**src/rtl/act_pkg.sv**
```systemverilog
// Shared definitions for the ReLU6 activation-unit arbiter: FSM encoding,
// default widths and a clog2 helper for sizing requester IDs.
package act_pkg;

  typedef enum logic [1:0] {
    IDLE  = 2'b00,
    ISSUE = 2'b01,
    WAIT  = 2'b10
  } state_t;

  localparam int DEF_DATA_W  = 32;
  localparam int DEF_TIMEOUT = 16;

  // Ceiling log2 with a floor of 1 so a single-bit ID is always legal.
  function automatic int clog2(input int n);
    int r;
    r = 0;
    while ((1 << r) < n) r++;
    return (r < 1) ? 1 : r;
  endfunction

endpackage

```
**src/rtl/act_arbiter_if.sv**
```systemverilog
// Requester and activation-unit handshake bundle for act_arbiter.
//
// Handshake semantics: a requester raises req_valid[i] with its operand on
// req_data and holds both until req_ack[i] pulses for one cycle; after the ack
// the operand need not be held. rsp_valid is a one-cycle pulse qualifying
// rsp_id/rsp_data/rsp_err and carries no back-pressure. Toward the unit,
// act_start is a one-cycle pulse issued only while act_ready=1, and act_done
// is a one-cycle pulse qualifying act_result.
interface act_arbiter_if #(
  parameter int NUM_REQ = 4,
  parameter int DATA_W  = 32,
  parameter int ID_W    = 2
) ();
  logic [NUM_REQ-1:0]        req_valid;
  logic [NUM_REQ*DATA_W-1:0] req_data;
  logic [NUM_REQ-1:0]        req_ack;
  logic                      rsp_valid;
  logic [ID_W-1:0]           rsp_id;
  logic [DATA_W-1:0]         rsp_data;
  logic                      rsp_err;
  logic                      busy;
  logic                      act_start;
  logic [DATA_W-1:0]         act_data;
  logic                      act_ready;
  logic                      act_done;
  logic [DATA_W-1:0]         act_result;

  // Arbiter side.
  modport slave (
    input  req_valid, req_data, act_ready, act_done, act_result,
    output req_ack, rsp_valid, rsp_id, rsp_data, rsp_err, busy,
           act_start, act_data
  );

  // Requester / unit side.
  modport master (
    output req_valid, req_data, act_ready, act_done, act_result,
    input  req_ack, rsp_valid, rsp_id, rsp_data, rsp_err, busy,
           act_start, act_data
  );
endinterface

```
**src/rtl/act_rr_pick.sv**
```systemverilog
// Combinational round-robin picker: first set request at or above rr_ptr,
// wrapping at NUM_REQ. Reusable by any shared-unit arbiter.
module act_rr_pick #(
  parameter int NUM_REQ = 4,
  parameter int ID_W    = 2
) (
  input  logic [NUM_REQ-1:0] req_valid,
  input  logic [ID_W-1:0]    rr_ptr,
  output logic               any_req,
  output logic [ID_W-1:0]    winner
);

  logic [2*NUM_REQ-1:0] dbl;
  logic [NUM_REQ-1:0]   rot;
  logic [ID_W:0]        sum;

  // Rotate requests so bit 0 is rr_ptr, then scan downward so the lowest
  // rotated bit (closest to rr_ptr) is the one left in winner.
  always_comb begin
    dbl     = {req_valid, req_valid} >> rr_ptr;
    rot     = dbl[NUM_REQ-1:0];
    any_req = |req_valid;
    winner  = '0;
    sum     = '0;
    for (int i = NUM_REQ - 1; i >= 0; i--) begin
      if (rot[i]) begin
        sum = {1'b0, rr_ptr} + (ID_W+1)'(i);
        if (sum >= (ID_W+1)'(NUM_REQ)) sum = sum - (ID_W+1)'(NUM_REQ);
        winner = sum[ID_W-1:0];
      end
    end
  end

endmodule

```
**src/rtl/act_arbiter.sv**
```systemverilog
// Round-robin arbiter/sequencer sharing one ReLU6 activation unit among
// NUM_REQ requesters. One operation in flight; a watchdog turns a missing
// act_done into an error response so no requester can hang.
module act_arbiter
  import act_pkg::*;
#(
  parameter int NUM_REQ = 4,
  parameter int DATA_W  = DEF_DATA_W,
  parameter int ID_W    = clog2(NUM_REQ),
  parameter int TIMEOUT = DEF_TIMEOUT
) (
  input  logic            clk,
  input  logic            rst,
  act_arbiter_if.slave    bus,
  output state_t          dbg_state,
  output logic [ID_W-1:0] dbg_rr_ptr
);

  localparam int WD_W = clog2(TIMEOUT);

  state_t              state, state_n;
  logic [ID_W-1:0]     rr_ptr, rr_n;
  logic [WD_W-1:0]     wd_cnt, wd_n;
  logic [ID_W-1:0]     cur_id, cur_n;
  logic [DATA_W-1:0]   op_r, op_n;
  logic [NUM_REQ-1:0]  ack_r, ack_n;
  logic                start_r, start_n;
  logic                rsp_v_r, rsp_v_n;
  logic [ID_W-1:0]     rsp_id_r, rsp_id_n;
  logic [DATA_W-1:0]   rsp_d_r, rsp_d_n;
  logic                rsp_e_r, rsp_e_n;
  logic                busy_r, busy_n;

  logic                any_req;
  logic [ID_W-1:0]     winner;
  logic [DATA_W-1:0]   req_arr [NUM_REQ];

  for (genvar g = 0; g < NUM_REQ; g++) begin : g_unpack
    assign req_arr[g] = bus.req_data[g*DATA_W +: DATA_W];
  end

  act_rr_pick #(.NUM_REQ(NUM_REQ), .ID_W(ID_W)) u_pick (
    .req_valid (bus.req_valid),
    .rr_ptr    (rr_ptr),
    .any_req   (any_req),
    .winner    (winner)
  );

  // State and every output register; reset aborts any in-flight operation.
  always_ff @(posedge clk) begin
    if (rst) begin
      state    <= IDLE;
      rr_ptr   <= '0;
      wd_cnt   <= '0;
      cur_id   <= '0;
      op_r     <= '0;
      ack_r    <= '0;
      start_r  <= 1'b0;
      rsp_v_r  <= 1'b0;
      rsp_id_r <= '0;
      rsp_d_r  <= '0;
      rsp_e_r  <= 1'b0;
      busy_r   <= 1'b0;
    end else begin
      state    <= state_n;
      rr_ptr   <= rr_n;
      wd_cnt   <= wd_n;
      cur_id   <= cur_n;
      op_r     <= op_n;
      ack_r    <= ack_n;
      start_r  <= start_n;
      rsp_v_r  <= rsp_v_n;
      rsp_id_r <= rsp_id_n;
      rsp_d_r  <= rsp_d_n;
      rsp_e_r  <= rsp_e_n;
      busy_r   <= busy_n;
    end
  end

  // Next-state, grant, watchdog and response generation. Pulses default low;
  // data/ID registers hold so act_data stays stable through WAIT.
  always_comb begin
    state_n  = state;
    rr_n     = rr_ptr;
    wd_n     = wd_cnt;
    cur_n    = cur_id;
    op_n     = op_r;
    ack_n    = '0;
    start_n  = 1'b0;
    rsp_v_n  = 1'b0;
    rsp_id_n = rsp_id_r;
    rsp_d_n  = rsp_d_r;
    rsp_e_n  = rsp_e_r;
    case (state)
      IDLE: begin
        // Stale act_done is ignored here; grant only when the unit is idle.
        if (any_req && bus.act_ready) begin
          op_n    = req_arr[winner];
          cur_n   = winner;
          ack_n   = NUM_REQ'(1) << winner;
          start_n = 1'b1;
          rr_n    = (winner == ID_W'(NUM_REQ - 1)) ? '0 : winner + 1'b1;
          state_n = ISSUE;
        end
      end
      ISSUE: begin
        wd_n    = '0;
        state_n = WAIT;
      end
      WAIT: begin
        wd_n = wd_cnt + 1'b1;
        // A done arriving on the final watchdog cycle still counts as success.
        if (bus.act_done) begin
          rsp_v_n  = 1'b1;
          rsp_id_n = cur_id;
          rsp_d_n  = bus.act_result;
          rsp_e_n  = 1'b0;
          state_n  = IDLE;
        end else if (wd_cnt == WD_W'(TIMEOUT - 1)) begin
          rsp_v_n  = 1'b1;
          rsp_id_n = cur_id;
          rsp_d_n  = '0;
          rsp_e_n  = 1'b1;
          state_n  = IDLE;
        end
      end
      default: state_n = IDLE;
    endcase
    busy_n = (state_n != IDLE);
  end

  assign bus.req_ack   = ack_r;
  assign bus.act_start = start_r;
  assign bus.act_data  = op_r;
  assign bus.rsp_valid = rsp_v_r;
  assign bus.rsp_id    = rsp_id_r;
  assign bus.rsp_data  = rsp_d_r;
  assign bus.rsp_err   = rsp_e_r;
  assign bus.busy      = busy_r;
  assign dbg_state     = state;
  assign dbg_rr_ptr    = rr_ptr;

endmodule
```
**src/flat_wrapper.sv**
```systemverilog
// flat-port wrapper written by rule: the top's interface ports become plain ports
module act_arbiter_flat import act_pkg::*;
#(
  parameter int NUM_REQ = 4,
  parameter int DATA_W  = DEF_DATA_W,
  parameter int ID_W    = clog2(NUM_REQ),
  parameter int TIMEOUT = DEF_TIMEOUT
)
  (clk, rst, dbg_state, dbg_rr_ptr, bus_req_valid, bus_req_data, bus_act_ready, bus_act_done, bus_act_result, bus_req_ack, bus_rsp_valid, bus_rsp_id, bus_rsp_data, bus_rsp_err, bus_busy, bus_act_start, bus_act_data);
  act_arbiter_if #(.NUM_REQ(NUM_REQ), .DATA_W(DATA_W), .ID_W(ID_W)) bus_i ();
  input  logic clk;
  input  logic rst;
  output state_t dbg_state;
  output logic [ID_W-1:0] dbg_rr_ptr;
  input wire logic [$bits(bus_i.req_valid)-1:0] bus_req_valid;
  input wire logic [$bits(bus_i.req_data)-1:0] bus_req_data;
  input wire logic [$bits(bus_i.act_ready)-1:0] bus_act_ready;
  input wire logic [$bits(bus_i.act_done)-1:0] bus_act_done;
  input wire logic [$bits(bus_i.act_result)-1:0] bus_act_result;
  output wire logic [$bits(bus_i.req_ack)-1:0] bus_req_ack;
  output wire logic [$bits(bus_i.rsp_valid)-1:0] bus_rsp_valid;
  output wire logic [$bits(bus_i.rsp_id)-1:0] bus_rsp_id;
  output wire logic [$bits(bus_i.rsp_data)-1:0] bus_rsp_data;
  output wire logic [$bits(bus_i.rsp_err)-1:0] bus_rsp_err;
  output wire logic [$bits(bus_i.busy)-1:0] bus_busy;
  output wire logic [$bits(bus_i.act_start)-1:0] bus_act_start;
  output wire logic [$bits(bus_i.act_data)-1:0] bus_act_data;
  assign bus_i.req_valid = bus_req_valid;
  assign bus_i.req_data = bus_req_data;
  assign bus_i.act_ready = bus_act_ready;
  assign bus_i.act_done = bus_act_done;
  assign bus_i.act_result = bus_act_result;
  assign bus_req_ack = bus_i.req_ack;
  assign bus_rsp_valid = bus_i.rsp_valid;
  assign bus_rsp_id = bus_i.rsp_id;
  assign bus_rsp_data = bus_i.rsp_data;
  assign bus_rsp_err = bus_i.rsp_err;
  assign bus_busy = bus_i.busy;
  assign bus_act_start = bus_i.act_start;
  assign bus_act_data = bus_i.act_data;
  act_arbiter #(.NUM_REQ(NUM_REQ), .DATA_W(DATA_W), .ID_W(ID_W), .TIMEOUT(TIMEOUT)) u_core (.clk(clk), .rst(rst), .bus(bus_i), .dbg_state(dbg_state), .dbg_rr_ptr(dbg_rr_ptr));
endmodule
```
**config.mk**
```make
export PLATFORM = sky130hd
export DESIGN_NAME = act_arbiter_flat
export DESIGN_NICKNAME = d
export VERILOG_FILES = /design/src/rtl/act_pkg.sv /design/src/rtl/act_arbiter_if.sv /design/src/rtl/act_rr_pick.sv /design/src/rtl/act_arbiter.sv /design/src/flat_wrapper.sv
export SDC_FILE = /design/constraint.sdc
export NUM_CORES = 1
export LEC_CHECK = 0
export BUFFER_PORTS_ARGS = -buffer_cell sky130_fd_sc_hd__buf_2
export CAP_MARGIN = 40
export CORE_MARGIN = 2
export CORE_UTILIZATION = 41
export CTS_CLUSTER_SIZE = 10
export DETAILED_ROUTE_END_ITERATION = 8
export PLACE_DENSITY = 0.8
export SYNTH_ARGS = -nofsm -noshare
export SYNTH_HDL_FRONTEND = slang
export SYNTH_HIERARCHICAL = 1
export SYNTH_SLANG_ARGS = --single-unit
```
**constraint.sdc**
```tcl
create_clock -name clk -period 2.27 [get_ports clk]
set_input_delay 0 -clock clk [delete_from_list [all_inputs] [get_ports clk]]
set_output_delay 0 -clock clk [all_outputs]
set_load 0.02 [all_outputs]
```
==> metrics.sh, run 1 <==
DETAILROUTE.WIRELENGTH.MET3_UM=677
TIMING.CRITICAL_PATH.SLOWEST_STAGE_CELL='mux4_2'
DRT_ITER0_MARKERS=126
GRT_PASS1_VIAS=3810
DIE_Y_UM=97.4
P_SWITCHING_uW=1150
POST_DRT_WL_PER_CELL_UM=17.9
SYN_AVG_CELL_AREA_UM2=12.8
HOLD_START='rst'
DETAILED_ROUTE_WL_MM=11.9
H-TREE-DEPTH=3
WORSTSETUPPATHDEPTH=5
SYN-CELL-AREA_UM2=3580
POWER_DENSITY_nW_PER_UM2=735
CRIT_REQUIRED_NS=2.51
HOLD_VIOL=0
OUTCOME='finished clean'
SYNTH_CELLS=279
MOSTFREQUENTLAYOUTCELL='buf_2'
DRIVE_GT1_SHARE_PCT=55.3
WORST_CLOCK_SKEW_NS=0.00863
CLKTRANSATPATHREGS_NS=0.09
VDD_DROP_MAX_uV=391
IO_COUNT=246
PWR-SHARE-COMB_PCT=26.9
ACHIEVABLE-FREQUENCY_GHz=0.476
COUNT_OF_INPUT_AND_OUTPUT_BUFFERS=245
ROOT_BUF_CELL='clkbuf_8'
HIGHEST_SIGNAL_LAYER_IN_THE_ROUTED_DESIGN='met4'
WORST_HOLD_PATH_TYPE='in -> reg'
KIND_OF_START_POINT_OF_THE_CRITICAL_PATH='flip-flop'
CTS_TREE='built'
FINALCRITICALPERIOD_NS=2.10
CP-STARTPOINT='u_core/dbg_rr_ptr[1]$_SDFFE_PP0N_'
ROUTED_VIA_DENSITY=5.38
GRT_FIRST_PASS_WIRELENGTH_MM=19.2
CRITICAL_PATH.REG2REG.STARTPOINT='u_core/dbg_rr_ptr[1]$_SDFFE_PP0N_'
SHARE_SEQ_OF_TOTAL_POWER_PCT=41.1
REPORT.FINAL.SLEW_VIOL_COUNT=0
ROUTER_ITERATIONS_BEFORE_ANTENNA_REPAIR=5
YS_SEQ_AREA_SHARE_PCT=47.0
CLOCK_INSERTION_DELAY_WORST_SKEW_NS=0.34
CTS_BUFFERS=9
LAYOUT_COMMON_CELLS='buf_2, dfxtp_1, a22o_1'
HOLDWS_NS=0.0502
TRITONCTS_NUM_SINKS=84
P_SW_SHARE_PCT=28.5
HPWL_MM=8.60
DESIGN.DIE.AREA_UM2=9490
CTS.PATH.MAX_BUFFERS=2
PLACEMENT_ROWS=34
MIN_PATH_CELLS=2
CRITICAL_PATH.TOP_DELAY_FAMILY='multiplexers'
FINAL_CELLS=665
MAX_INCR_DELAY_ON_CP_NS=0.54
AREA_DELTA_SYNTH_FINAL_PCT=53.7
CTS_POST_SETUP_BUFFERS_INSERTED=0
GRT_SETUP_UNREPAIRED='false'
FILLERS=703
CAP_VIOL_MAX_COUNT=0
VIA_COUNT=3581
CORE-AREA_UM2=8590
PATH_BUF_INV=1
TIMING_WORST_SLEW_PIN_VALUE_NS=0.526
MAPPEDNETLISTNETS=452
FLOORPLAN.DIE.WIDTH_UM=97.4
YS_SEQ_ELEMENTS=84
SYNTHDISTINCTLIBCELLS=35
INTERNAL_POWER_uW=2890
SETUP_TOTAL_NEGATIVE_SLACK_NS=0
START_UTIL_PCT=41.6
ANTENNA-DIODE-COUNT=0
GLOBALROUTE.TOTALOVERFLOW=0
PLACER_CONGESTION_ESTIMATE=0.852
YOSYSWARNINGCOUNT=6
FF2FF_PATH_DEPTH=5
DETAIL_ROUTE.DRC_VIOLATIONS=0
FINISH.NET_COUNT=725
FINALSETUPVIOLCOUNT=0
WORST_SETUP_PATH_END_KIND='flip-flop'
CRITICAL_PATH.CELL_CHAIN='mux2i_1 -> a211oi_4 -> buf_4 -> mux4_2 -> a22o_1'
SLEW-LIMIT-HEADROOM_PCT=64.7
POST-PLACE-CELLS=616
POST-ROUTE-PERIOD-UTIL_PCT=92.5
GRTUSAGETOTAL_PCT=24.9
PATH_CLASS='reg -> reg'
M1WIRELENGTH_MM=4.71
CLOCK_POWER_SHARE_PCT=32.0
CRITICAL_PATH_ARRIVAL_NS=2.34
GRT_START_MAX_NET_PINS=37
STATIC-LEAKAGE-POWER_uW=0.00266
PATH_MAX_FANOUT=15
DETAIL-ROUTE-ANTENNA-NETS=0
MET2WIRELENGTH_MM=6.20
NUMBER_OF_ANTENNA_VIOLATIONS_AT_THE_FIRST_CHECK_IN_GLOBAL_ROUTING=0
-- worst paths after layout --
kind | to | slack [ns]
max | u_core/bus.act_data[27]$_SDFFE_PP0N_ | 0.17
min | u_core/dbg_rr_ptr[1]$_SDFFE_PP0N_ | 0.05
max reg2reg | u_core/bus.act_data[27]$_SDFFE_PP0N_ | 0.17
min reg2reg | u_core/bus.rsp_data[6]$_SDFFE_PP0P_ | 0.47
-- cell usage after synthesis --
library cell,n,share of area (%)
and3b_1,1,0.24
a211o_1,1,0.24
clkbuf_1,8,0.84
and3_1,1,0.17
nand2_1,7,0.73
inv_1,5,0.52
o21bai_1,1,0.21
buf_1,1,0.10
a211oi_1,1,0.21
nor3_1,1,0.14
o21a_1,1,0.21
nand2b_1,1,0.17
buf_12,2,1.1
ha_1,5,1.7
nor3b_1,3,0.63
dfxtp_1,84,47
nand3_1,5,0.70
buf_2,12,1.7
nand4b_1,1,0.24
nor4_1,1,0.17
nand3b_1,1,0.21
a2bb2oi_1,1,0.24
buf_6,1,0.31
or4_1,2,0.42
nor2b_1,1,0.17
a31oi_1,2,0.35
mux4_2,32,20
or3_1,2,0.35
a31o_2,2,0.49
a21oi_1,13,1.8
a22o_1,64,16
nor2_1,7,0.73
mux2i_1,4,1.1
o21ai_0,4,0.56
and4b_1,1,0.28
-- final cells by class --
type                    instances  area, um^2  share of cell area (%)
multi-input cells             166        1770                    32.3
clock buffers                   9         124                    2.25
flip-flops and latches         84        1680                    30.6
inverters                       5        18.8                   0.341
well taps                     108         135                    2.46
repair buffers                286        1640                    29.9
clock inverters                 7         121                    2.21
-- registers in the layout, indices dropped and copies added, names as in the netlist, 2 cells and up --
name / cells
u_core/dbg_state: 2
u_core/bus.rsp_id: 2
u_core/bus.req_ack: 4
u_core/bus.rsp_data: 32
u_core/cur_id: 2
u_core/dbg_rr_ptr: 2
u_core/bus.act_data: 32
u_core/wd_cnt: 4
-- cell families (layout without fill, tap and decap cells) --
| group | count (synthesis) | in the layout | share of synthesized area [%] |
|---|---|---|---|
| mux | 36 | 36 | 21.3 |
| buf+inv | 29 | 307 | 4.58 |
| compound gates | 90 | 90 | 20.0 |
| fa+ha+maj | 5 | 5 | 1.75 |
| flops | 84 | 84 | 47.0 |
| simple gates | 35 | 35 | 5.39 |
-- per-layer routing --
layer  GRT usage, %  vias to the layer above
met4           8.55                        0
met3           6.26                       24
met2           43.8                      157
met5              0                        -
met1           29.5                     1749
li1               -                     1651
-- through the flow --
| stage | setup slack, ns | total power [uW] | util (%) | instance area (um^2) |
|---|---|---|---|---|
| global placement | 0.245 | 2690 | 57.3 | 4920 |
| floorplan | 0.104 | 2360 | - | 3580 |
| CTS | 0.168 | 4070 | 64.0 | 5500 |
| detailed placement | 0.171 | 2730 | 57.3 | 4920 |
| global route | 0.0567 | 4230 | 64.0 | 5500 |
| finish | 0.170 | 4040 | 64.0 | 5500 |
-- repair_timing --
item / in CTS / in global routing
hold buffers: 33 / 0
gates resized for setup: 0 / 0
hold endpoints to repair: 33 / 0
-- power groups by stage --
stage | combinational [uW] | sequential [uW] | clock, uW
2_1_floorplan | 541 | 1820 | 0
3_3_place_gp | 1010 | 1690 | 0
3_5_place_dp | 1040 | 1690 | 0
4_1_cts | 1090 | 1660 | 1330
5_1_grt | 1170 | 1670 | 1390
6_report | 1090 | 1660 | 1290
Power figures use the tool's default switching activity.
==> run 2, diff against run 1 <==
ABC_AREA = 1   (was default)
CORE_UTILIZATION = 45   (was 41)
==> metrics.sh, run 2 <==
OUTCOME='finished clean'  # unchanged
SLEW-LIMIT-HEADROOM_PCT=54.3  # was 64.7%
YS_TOP_CELLS_BY_AREA='dfxtp_1, nand2_1, inv_1'  # was dfxtp_1, mux4_2, a22o_1
GLOBALROUTE.TOTALOVERFLOW=0  # unchanged
DETAILEDPLACE.WORSTSLACK_NS=0.186  # was 0.171 ns
FINALSETUPVIOLCOUNT=0  # unchanged
SYNTHDOMINANTCELLAREASHARE_PCT=35.4  # was 47.0%
MAX_INCR_DELAY_ON_CP_NS=0.51  # was 0.54 ns
MAPPEDNETLISTNETS=941  # was 452
DESIGN.DIE.AREA_UM2=11400  # was 9490 um^2
PLACEMENT_ROWS=37  # was 34
GRT_SETUP_UNREPAIRED='false'  # unchanged
START_UTIL_PCT=46.3  # was 41.6%
DRT_ITER0_MARKERS=277  # was 126
DETAIL-ROUTE-ANTENNA-NETS=0  # unchanged
TIMING.CRITICAL_PATH.SLOWEST_STAGE_CELL='dfxtp_1'  # was mux4_2
WORST_SLACK_NS=0.327  # was 0.170 ns
CRITICAL_PATH.CELL_CHAIN='inv_2 -> nand3_2 -> nand2_2 -> inv_2 -> nand3_1 -> nand2_1 -> nand2_1 -> nand2_1 -> buf_4 -> nand3_1 -> nand3_1 -> nand2_1 -> inv_1'  # was mux2i_1 -> a211oi_4 -> buf_4 -> mux4_2 -> a22o_1
IO_COUNT=246  # unchanged
VIA_COUNT=5415  # was 3581
CORE-AREA_UM2=10300  # was 8590 um^2
POST_LAYOUT_POWER_uW=7270  # was 4040 uW
GRT_FIRST_PASS_WIRELENGTH_MM=22.5  # was 19.2 mm
DIE_Y_UM=107  # was 97.4 um
PATH_CLASS='reg -> reg'  # unchanged
PATH_BUF_INV=4  # was 1
STATIC-LEAKAGE-POWER_uW=0.00383  # was 0.00266 uW
WORST_HOLD_PATH_TYPE='in -> reg'  # unchanged
CRITICAL_PATH_ARRIVAL_NS=2.25  # was 2.34 ns
CTS_TREE='built'  # unchanged
ASYNC_FLOP_SHARE_PCT=0  # unchanged
MIN_PATH_CELLS=7  # was 2
LAYOUT_COMMON_CELLS='nand2_1, buf_2, inv_1'  # was buf_2, dfxtp_1, a22o_1
CRITICAL_PATH.REG2REG.STARTPOINT='u_core/dbg_rr_ptr[1]$_SDFFE_PP0N_'  # unchanged
HOLD-PATH-ENDPOINT='u_core/bus.act_data[10]$_SDFFE_PP0N_'  # was u_core/dbg_rr_ptr[1]$_SDFFE_PP0N_
CTS.PATH.MAX_BUFFERS=2  # unchanged
CRIT_REQUIRED_NS=2.58  # was 2.51 ns
ROUTED_VIA_DENSITY=4.65  # was 5.38
COUNT_OF_INPUT_AND_OUTPUT_BUFFERS=245  # unchanged
SYNTH_EDF_COUNT=0  # unchanged
CAP_VIOL_MAX_COUNT=0  # unchanged
REPORT.FINAL.SLEW_VIOL_COUNT=0  # unchanged
FINAL-SEQ-AREA_UM2=1680  # about the same
SYNTH.LARGEST_AREA_CELL='dfxtp_1'  # unchanged
SYNTH.CELLS.MOST_FREQUENT='nand2_1, inv_1, dfxtp_1, nand3_1, a21oi_1'  # was dfxtp_1, a22o_1, mux4_2, a21oi_1, buf_2
HOLD_VIOL=0  # unchanged
POST-ROUTE-PERIOD-UTIL_PCT=85.6  # was 92.5%
YOSYSWARNINGCOUNT=6  # unchanged
VDD_DROP_MAX_uV=617  # was 391 uV
SYNTH_CELLS=768  # was 279
DPL-INSTANCE-AREA_UM2=5990  # was 4920 um^2
CRIT_PATH_FREQUENT_CELL='nand2_1'
FLOORPLAN.DIE.WIDTH_UM=107  # was 97.4 um
PATH_MAX_FANOUT=28  # was 15
WORST_SETUP_PATH_END_KIND='flip-flop'  # unchanged
GRT_START_MAX_NET_PINS=51  # was 37
MOSTFREQUENTLAYOUTCELL='nand2_1'  # was buf_2
DRIVE_GT1_SHARE_PCT=28.5  # was 55.3%
AREA_DELTA_SYNTH_FINAL_PCT=37.4  # was 53.7%
GRT_PASS1_VIAS=5083  # was 3810
ROUTER_ITERATIONS_BEFORE_ANTENNA_REPAIR=4  # was 5
SETUP_TOTAL_NEGATIVE_SLACK_NS=0  # unchanged
YS_SEQ_AREA_SHARE_PCT=35.4  # was 47.0%
FILLERS=988  # was 703
WORST_CLOCK_SKEW_NS=0.0156  # was 0.00863 ns
PLACER_CONGESTION_ESTIMATE=0.846  # was 0.852
DETAIL_ROUTE.DRC_VIOLATIONS=0  # unchanged
YS_SEQ_ELEMENTS=84  # unchanged
SYN_AVG_CELL_AREA_UM2=6.19  # was 12.8 um^2
DETAILED_ROUTE_WL_MM=13.7  # was 11.9 mm
FF2FF_SETUP_SLACK_NS=0.33  # was 0.17 ns
NUMBER_OF_ANTENNA_VIOLATIONS_AT_THE_FIRST_CHECK_IN_GLOBAL_ROUTING=0  # unchanged
POWER_DENSITY_nW_PER_UM2=1110  # was 735 nW/um^2
FINALINSTANCEAREA_UM2=6530  # was 5500 um^2
POSTSYNTH.TOPFLOPCELL='dfxtp_1'  # unchanged
FINAL_CORE_UTIL_PCT=63.6  # was 64.0%
TRITONCTS_NUM_SINKS=84  # unchanged
TIMING_WORST_SLEW_PIN_VALUE_NS=0.684  # was 0.526 ns
ACHIEVABLE-FREQUENCY_GHz=0.515  # was 0.476 GHz
TOTAL_AREA_OF_MULTI_INPUT_COMBINATIONAL_CELLS_UM2=2320  # was 1770 um^2
HOLD_START='bus_req_data[10]'  # was rst
SYNTHDISTINCTLIBCELLS=23  # was 35
KIND_OF_START_POINT_OF_THE_CRITICAL_PATH='flip-flop'  # unchanged
SYN-CELL-AREA_UM2=4750  # was 3580 um^2
H-TREE-DEPTH=3  # unchanged
CLKTRANSATPATHREGS_NS=0.10  # was 0.09 ns
POST_DRT_WL_PER_CELL_UM=11.8  # was 17.9 um
WORSTREG2REGEND='u_core/bus.act_data[21]$_SDFFE_PP0N_'  # was u_core/bus.act_data[27]$_SDFFE_PP0N_
GRTUSAGETOTAL_PCT=24.3  # was 24.9%
CLOCK_INSERTION_DELAY_WORST_SKEW_NS=0.36  # was 0.34 ns
SYNTHMOSTINSTANTIATEDCELL='nand2_1'  # was dfxtp_1
HPWL_MM=9.62  # was 8.60 mm
ANTENNA-DIODE-COUNT=0  # unchanged
FINISH.NET_COUNT=1196  # was 725
FF2FF_PATH_DEPTH=13  # was 5
CRITICAL_PATH.TOP_DELAY_FAMILY='simple AND/OR/NAND/NOR gates'  # was multiplexers
ROOT_BUF_CELL='clkbuf_8'  # unchanged
FINALCRITICALPERIOD_NS=1.94  # was 2.10 ns
CTS_BUFFERS=9  # unchanged
==> run 2: worst min-delay path: stages <==
cell,delay (ns)
buf_2,0.07
nand2_1,0.04
nand2_1,0.05
nand2_1,0.04
nand3_1,0.05
nand2_1,0.05
inv_1,0.04
==> run 2: metal layers <==
| metal | part of all wire, % | wire length, um | track usage (%) | up-vias |
|---|---|---|---|---|
| met1 | 40 | 5490 | 27.8 | 2330 |
| li1 | - | - | - | 2827 |
| met2 | 50 | 6790 | 42.9 | 222 |
| met5 | 0 | 0 | 0 | - |
| met3 | 6.9 | 943 | 5.53 | 36 |
| met4 | 3.4 | 463 | 10.9 | 0 |
==> run 2: worst max-delay path by stage <==
stage                                      startpoint                              endpoint  slack [ns]  depth (start not counted)
floorplan           u_core/dbg_rr_ptr[0]$_SDFFE_PP0N_  u_core/bus.act_data[25]$_SDFFE_PP0N_        0.33                         16
global placement    u_core/dbg_rr_ptr[0]$_SDFFE_PP0N_  u_core/bus.act_data[26]$_SDFFE_PP0N_        0.20                         15
detailed placement  u_core/dbg_rr_ptr[0]$_SDFFE_PP0N_  u_core/bus.act_data[26]$_SDFFE_PP0N_        0.19                         15
CTS                 u_core/dbg_rr_ptr[0]$_SDFFE_PP0N_  u_core/bus.act_data[26]$_SDFFE_PP0N_        0.16                         15
global route        u_core/dbg_rr_ptr[1]$_SDFFE_PP0N_  u_core/bus.act_data[20]$_SDFFE_PP0N_        0.06                         13
finish              u_core/dbg_rr_ptr[1]$_SDFFE_PP0N_  u_core/bus.act_data[21]$_SDFFE_PP0N_        0.33                         13
==> run 2: layout make-up <==
| cell class | instances | area share (%) |
|---|---|---|
| Clock inverter | 7 | 1.17 |
| Timing Repair Buffer | 289 | 26.1 |
| Clock buffer | 9 | 1.90 |
| Tap cell | 136 | 2.61 |
| Multi-Input combinational cell | 518 | 35.5 |
| Inverter | 121 | 6.99 |
| Sequential cell | 84 | 25.8 |
==> run 2: kinds of logic (layout without fill, tap and decap cells) <==
logic type	count (synthesis)	after routing	share of synthesized area, %
AOI/OAI and AO/OA	78	78	9.97
xor gates and xnor gates	1	1	0.184
adders and majority gates	5	5	1.32
buffers and inverters	166	426	15.9
DFF	84	84	35.4
and+or+nand+nor	434	434	37.2
==> run 2: what timing repair did <==
action	CTS	global route
hold endpoints to repair	34	0
endpoints found under the setup margin	0	33
hold buffers	34	0
gates resized for setup	0	1
setup buffers	0	0
==> run 2: per-stage QoR <==
stage          hold slack, ns  cells
2_1_floorplan           0.147    768
3_3_place_gp            0.255   1114
3_5_place_dp            0.258   1114
4_1_cts               0.00233   1164
5_1_grt                0.0320   1164
6_report               0.0169   1164
==> run 2: report_power, final <==
part	leakage, uW	switching (uW)	internal, uW
registers	0.000687	147	1710
logic	0.00304	2810	1540
clock network	0.000103	622	437
